`src/rtl/branch_predictor_table.sv`:
```
// Table of saturating direction counters indexed by PC (optionally gshare).
// A sequential sweep initialises every entry after reset.
module branch_predictor_table #(
    parameter int PC_WIDTH   = 32,
    parameter int INDEX_BITS = 4,
    parameter int CTR_BITS   = 2,
    parameter int HIST_BITS  = 0
) (
    input  logic                clk,
    input  logic                reset,
    output logic                ready,
    input  logic                request,
    input  logic [PC_WIDTH-1:0] req_pc,
    output logic                prediction,
    output logic                pred_valid,
    input  logic                result,
    input  logic [PC_WIDTH-1:0] res_pc,
    input  logic                taken
);

    localparam int ENTRIES = 1 << INDEX_BITS;
    localparam int HW      = (HIST_BITS > 0) ? HIST_BITS : 1;
    localparam logic [CTR_BITS-1:0]   CTR_MAX = '1;
    localparam logic [CTR_BITS-1:0]   CTR_WNT = CTR_MAX >> 1;
    localparam logic [INDEX_BITS-1:0] LAST    = INDEX_BITS'(ENTRIES - 1);

    typedef enum logic {ST_INIT, ST_RUN} state_t;

    state_t                r_state;
    state_t                w_next;
    logic [INDEX_BITS-1:0] r_ptr;
    logic [HW-1:0]         r_hist;
    logic [CTR_BITS-1:0]   r_table [ENTRIES];
    logic                  r_pred;
    logic                  r_pred_valid;

    logic                  w_run;
    logic [INDEX_BITS-1:0] w_hist_ext;
    logic [INDEX_BITS-1:0] w_req_idx;
    logic [INDEX_BITS-1:0] w_res_idx;
    logic [CTR_BITS-1:0]   w_res_ctr;
    logic [CTR_BITS-1:0]   w_res_new;
    logic [HW:0]           w_hist_sh;
    logic                  w_unused_pc;

    assign w_run       = (r_state == ST_RUN);
    assign ready       = w_run;
    assign prediction  = r_pred;
    assign pred_valid  = r_pred_valid;
    assign w_hist_sh   = {r_hist, taken};
    assign w_unused_pc = ^{req_pc, res_pc};

    // Zero-extend history to index width (stays zero in bimodal mode)
    always_comb begin
        w_hist_ext         = '0;
        w_hist_ext[HW-1:0] = r_hist;
    end

    assign w_req_idx = req_pc[INDEX_BITS+1:2] ^ w_hist_ext;
    assign w_res_idx = res_pc[INDEX_BITS+1:2] ^ w_hist_ext;

    // Saturating increment/decrement of the counter being resolved
    always_comb begin
        w_res_ctr = r_table[w_res_idx];
        w_res_new = w_res_ctr;
        if (taken && (w_res_ctr != CTR_MAX)) begin
            w_res_new = w_res_ctr + 1'b1;
        end else if (!taken && (w_res_ctr != '0)) begin
            w_res_new = w_res_ctr - 1'b1;
        end
    end

    // Next-state: leave INIT once the last entry has been written
    always_comb begin
        w_next = r_state;
        unique case (r_state)
            ST_INIT: if (r_ptr == LAST) w_next = ST_RUN;
            ST_RUN:  w_next = ST_RUN;
        endcase
    end

    // State register
    always_ff @(posedge clk) begin
        if (reset) r_state <= ST_INIT;
        else       r_state <= w_next;
    end

    // Sweep pointer advances only while initialising
    always_ff @(posedge clk) begin
        if (reset)                   r_ptr <= '0;
        else if (r_state == ST_INIT) r_ptr <= r_ptr + 1'b1;
    end

    // Counter storage: sweep writes in INIT, resolved updates in RUN
    always_ff @(posedge clk) begin
        if (!reset) begin
            if (r_state == ST_INIT) begin
                r_table[r_ptr] <= CTR_WNT;
            end else if (result) begin
                r_table[w_res_idx] <= w_res_new;
            end
        end
    end

    // Global history shifts in each resolved direction
    always_ff @(posedge clk) begin
        if (reset) begin
            r_hist <= '0;
        end else if (w_run && result && (HIST_BITS > 0)) begin
            r_hist <= w_hist_sh[HW-1:0];
        end
    end

    // Registered prediction reads the pre-update counter
    always_ff @(posedge clk) begin
        if (reset) begin
            r_pred       <= 1'b0;
            r_pred_valid <= 1'b0;
        end else begin
            r_pred_valid <= w_run && request;
            if (w_run && request) begin
                r_pred <= r_table[w_req_idx][CTR_BITS-1];
            end
        end
    end

endmodule
```
`config.mk`:
```
export PLATFORM = sky130hd
export DESIGN_NAME = branch_predictor_table
export DESIGN_NICKNAME = d
export VERILOG_FILES = /design/src/rtl/branch_predictor_table.sv
export SDC_FILE = /design/constraint.sdc
export NUM_CORES = 1
export LEC_CHECK = 0
export ABC_AREA = 1
export ABC_CLOCK_PERIOD_IN_PS = 4000
export BUFFER_PORTS_ARGS = -buffer_cell sky130_fd_sc_hd__buf_2
export CAP_MARGIN = 20
export CORE_ASPECT_RATIO = 1.4
export CORE_MARGIN = 5
export CORE_UTILIZATION = 45
export DETAILED_ROUTE_END_ITERATION = 12
export GPL_ROUTABILITY_DRIVEN = 0
export GPL_TIMING_DRIVEN = 0
export HOLD_SLACK_MARGIN = 0.15
export PLACE_DENSITY = 0.74
export SLEW_MARGIN = 30
export SYNTH_ARGS = -nofsm -noshare
export SYNTH_HDL_FRONTEND = slang
export SYNTH_SLANG_ARGS = --single-unit
```
`constraint.sdc`:
```
create_clock -name clk -period 4 [get_ports clk]
set_input_delay 0.8 -clock clk [delete_from_list [all_inputs] [get_ports clk]]
set_output_delay 0.8 -clock clk [all_outputs]
set_load 0.02 [all_outputs]
```
=== Word level (Yosys, flattened, before mapping) ===
Memory sizes are Yosys's and may differ from the RTL's. A register that Yosys moved wholly into a read port is not among the register bits.
Cells that the tools add are included.

* Register bits after elaboration: 6
* Bits in latches: 0
* Memory bits (writable): 32
* Memory bits (read-only): 0
* Output and inout port bits: 3
* Word-level logic and storage cells: 30
* Memories: 1

{| class="wikitable"
|+ Memories
! name !! depth !! bits a word !! read ports !! clocked after Yosys merged registers in !! wr ports !! line !! RTL
|-
| r_table || 16 || 2 || 2 || 1 || 1 || 33 || <nowiki>logic [CTR_BITS-1:0] r_table [ENTRIES];</nowiki>
|}

* $add $sub $neg: 3
* $mul: 0
* Divide/modulo/power cells: 0
* $lt $le $gt $ge: 0
* Equal/unequal tests: 2
* Shifts and indexed selects: 0
* Mux-type cells: 14
* Bitwise gates (word level): 1
* Reductions and logical operators: 6

{| class="wikitable"
|+ Operators with widths
! cell !! count
|-
| two-way mux 1 bit || 9
|-
| two-way mux 2 bit || 3
|-
| adder 4 x 1 -> 4 bit, second input constant || 1
|-
| == test 4 bit, second input constant || 1
|-
| two-way mux 4 bit || 1
|-
| logical AND 1 bit || 3
|-
| adder 2 x 1 -> 2 bit, second input constant || 1
|-
| inequality test 2 bit, second input constant || 1
|-
| one-hot mux 1 bit (2 select lines) || 1
|-
| nonzero test 2 bit || 1
|-
| OR reduction 2 bit || 1
|-
| subtractor 2 x 1 -> 2 bit, second input constant || 1
|-
| zero test 1 bit || 1
|-
| inverter 1 bit || 1
|}

=== Depth between registers and ports, before layout ===
* Depth in word-level cells: 6
* Mapped depth: 14
* Mapped depth without buffers: 14

=== Worst setup path after synthesis ===
OpenSTA, ideal clock, no wires.

* Path type: input to register
* From: input port res_pc[2]
* To: memory r_table[0][1] (data pin)
* Arrival time: 2,312 ps
* Data required time: 3,709 ps
* Path slack: 1,397 ps
* Cell stages on the path: 11
* Buffers on the path: 1
* Cells stage by stage: buf_2 nand2_1 o211ai_1 nand3_1 nand3_2 nand2_2 inv_1 ha_1 nor2_1 a21oi_1 a21oi_1

* Cells in the longest elaborated chain, start to end: 6
* Elaborated cells on any way between the ends: 10
* Those cells by class: add/sub (2); eq/ne (1); mux (3); reduce/logical (3); memory (1)

{| class="wikitable"
|+ RTL lines
! what !! line !! RTL
|-
| start: declaration || 17 || <nowiki>input logic [PC_WIDTH-1:0] res_pc,</nowiki>
|-
| memory (16 x 2 bit) * || -- ||
|-
| branches (longest 3 deep; another with subtractor 2 x 1 -> 2 bit) || -- ||
|-
| two-way mux 2 bit * || 66 || <nowiki>if (taken && (w_res_ctr != CTR_MAX)) begin</nowiki>
|-
| two-way mux 2 bit (no source line) * || -- ||
|-
| end: declaration || 33 ||
|}

Mark *: on every way between the ends.

=== Worst setup path in the final report ===
* From: input port res_pc[3]
* To: memory r_table[6][1] (data pin)

Same word-level chain as after synthesis.

==> reports/results.ini <==
[run_status]
outcome = finished clean

[clock_network]
clk_latency_ns = 0.29
cts_tree = built
cts.sinks = 39
cts_setup_buffers = 0
cts_made_buffers = 5
cts-resized-gates = 0
path_clk_slew_ns = 0.07
cts_root_buf = clkbuf_8
ctsLongestPathBuffers = 2
hold_buffers = 0
htree_levels = 2

[detailed_routing]
wl_um = 4430
drtIter0Drc = 116
vias_per_cell = 5.07
drt-pass1-iter-count = 4
drc = 0
vias = 1652
wl_per_cell_um = 13.6
ant_nets = 0

[timing]
slew_viol_final = 0
period_needed_ns = 2.80
finalSetupViolCount = 0
fin_ws_ns = 1.20
tightestPinTransition_ns = 0.659
relSlewSlack_pct = 56.0
timing.fmax_mhz = 357
setup-tns-final_ns = 0
skew_ns = 0.00813
period_share_pct = 70.0
hold_viol = 0
rsz0062_at_grt = no
holdWs_ns = 0.503

[synth]
yosysTopAreaCell = edfxtp_1
synth_fa_ha_area_share_pct = 1.83
synth_seq_cells = 39
syn_area_per_cell_um2 = 8.51
yosys-top-cells-count = inv_1, nand2_1, nor2_1
synth_top_cell_area_share_pct = 46.9
yosysMostFrequentCell = inv_1
synth-simple-area-share_pct = 23.7
synth_top_flop_cell = edfxtp_1
synth.area.top_cells = edfxtp_1, inv_1, nand2_1
ys_types = 22
synthesis.area_um2 = 2050
yosys_warnings = 0
synth_edf_count = 32
synthMuxAreaShare_pct = 0
synth_compound_area_share_pct = 10.5
synth-seq-area-share_pct = 53.7
syn-num-nets = 313
postSynthCellCount = 241
synth_top_family_by_area = simple AND/OR/NAND/NOR gates
synth_xor_area_share_pct = 0
async_flop_share_pct = 0

[placed_design]
pre_cts_ws_ns = 0.879
portBuffers = 15
hpwlAfterDp_um = 3400

[hold_path]
min_path_type = flop to flop
hold_start = r_ptr[1]$_SDFFE_PP0N_

[flow_run]
max_cap_viol_count = 0

[floorplanning]
initial_core_util_pct = 45.9
core-area_um2 = 4460
io_pins = 72
row_count = 29
fp.dieW_um = 67.1
die_height_um = 89.9
die_area_um2 = 6030

[power_and_ir_drop]
pwr-share-seq_pct = 56.2
p_int_uw = 589
switching_share_pct = 25.0
switchingPower_uw = 196
ir_drop_mv = 0.246
clock_power_share_pct = 31.6
p_comb_share_pct = 12.2
power.leakage_nw = 1.01
power_per_cell_area_nw_per_um2 = 343

[cells_and_area]
drive_gt1_share_pct = 15.9
fillCellCount = 416
multi_input_area_um2 = 742
num-nets-final = 335
area_growth_pct = 11.5
area.sequential_um2 = 1100
diodes = 0

[setup_path]
crit_start = res_pc[3]
startpoint_type = primary input
critical_path.max_fanout = 16
worstReg2RegStart = r_table[14][0]$_DFFE_PP_
required_ns = 4.00
setup.worst_path.class = primary input to flop
crit_arrival_ns = 2.80
end_kind = flop

[grt]
grt_pass1_wl_um = 7180
antenna_found_initial = 0
grt_max_degree = 17
track_usage_pct = 15.8
grt_pass1_vias = 1600
gr-total-overflow = 0

==> layout by cell type, fill, tap and decap left out, drive strengths merged, types with 2 or more instances in the layout <==
cell type  netlist  layout
o21ai           22      22
clkinv           0       2
o211ai           2       2
inv             44      44
clkbuf           0       6
a21oi           14      14
nor2            35      35
ha               3       3
dfxtp            7       7
nand3           30      30
buf              6      21
edfxtp          32      32
nand2           43      43
nor3             2       2
==> routing by layer <==
| metal | share of wire (%) | up-vias | wire, um | global-route usage (%) |
|---|---|---|---|---|
| met3 | 4.8 | 17 | 215 | 2.74 |
| met1 | 36 | 742 | 1590 | 16.8 |
| met5 | 0 | - | 0 | 0 |
| met4 | 4.4 | 0 | 197 | 9.48 |
| li1 | - | 840 | - | - |
| met2 | 55 | 53 | 2430 | 27.8 |
==> worst max-delay path: stages <==
cell and delay (ns):
buf_2 0.20, inv_2 0.06, buf_6 0.14, nor2_1 0.10
o21ai_1 0.08, nand3_1 0.15, nand3_2 0.10, nand2_2 0.10
inv_1 0.05, ha_1 0.18, nor2_1 0.18, a21oi_1 0.11
a21oi_2 0.54
==> cell families after synthesis <==
| group | after synthesis |
|---|---|
| DFF | 39 |
| adders and majority gates | 3 |
| buffers and inverters | 50 |
| AOI/OAI and AO/OA | 39 |
| and+or+nand+nor | 110 |
==> power by group through the flow <==
| stage | registers (mW) | logic (mW) | clock network, mW |
|---|---|---|---|
| 5_1_grt | 0.442 | 0.109 | 0.267 |
| 3_5_place_dp | 0.451 | 0.0957 | 0 |
| 6_report | 0.442 | 0.0961 | 0.248 |
| 3_3_place_gp | 0.450 | 0.0928 | 0 |
| 4_1_cts | 0.442 | 0.0960 | 0.252 |
| 2_1_floorplan | 0.450 | 0.0636 | 0 |
==> through the flow <==
stage               area [um2]  instances  power (mW)  util [%]
floorplan                 2050        241       0.514         -
global placement          2200        318       0.543      49.4
detailed placement        2210        318       0.546      49.5
CTS                       2290        326       0.790      51.2
global route              2290        326       0.817      51.2
finish                    2290        326       0.786      51.2
==> path summary, 6_finish.rpt <==
kind	endpoint	slack, ns	cells after the start
setup / recovery	r_table[6][1]$_DFFE_PP_	1.20	13
hold / removal	r_ptr[1]$_SDFFE_PP0N_	0.50	2
setup reg to reg	r_table[6][1]$_DFFE_PP_	1.76	11
hold reg to reg	r_ptr[1]$_SDFFE_PP0N_	0.50	2
==> registers in the layout (all words and copies together) (netlist names) <==
name and flops:
r_ptr 4, r_table 32, pred_valid 1, ready 1, prediction 1
==> final cells by class <==
| cell class | instances | share of cell area (%) |
|---|---|---|
| flip-flops and latches | 39 | 48.1 |
| multi-input cells | 152 | 32.4 |
| inverters | 44 | 7.33 |
| well taps | 62 | 3.39 |
| repair buffers | 15 | 3.28 |
| clock buffers | 6 | 3.17 |
| plain buffers | 6 | 1.91 |
| clock inverters | 2 | 0.328 |
No activity file was read; power rests on OpenSTA's default activity.
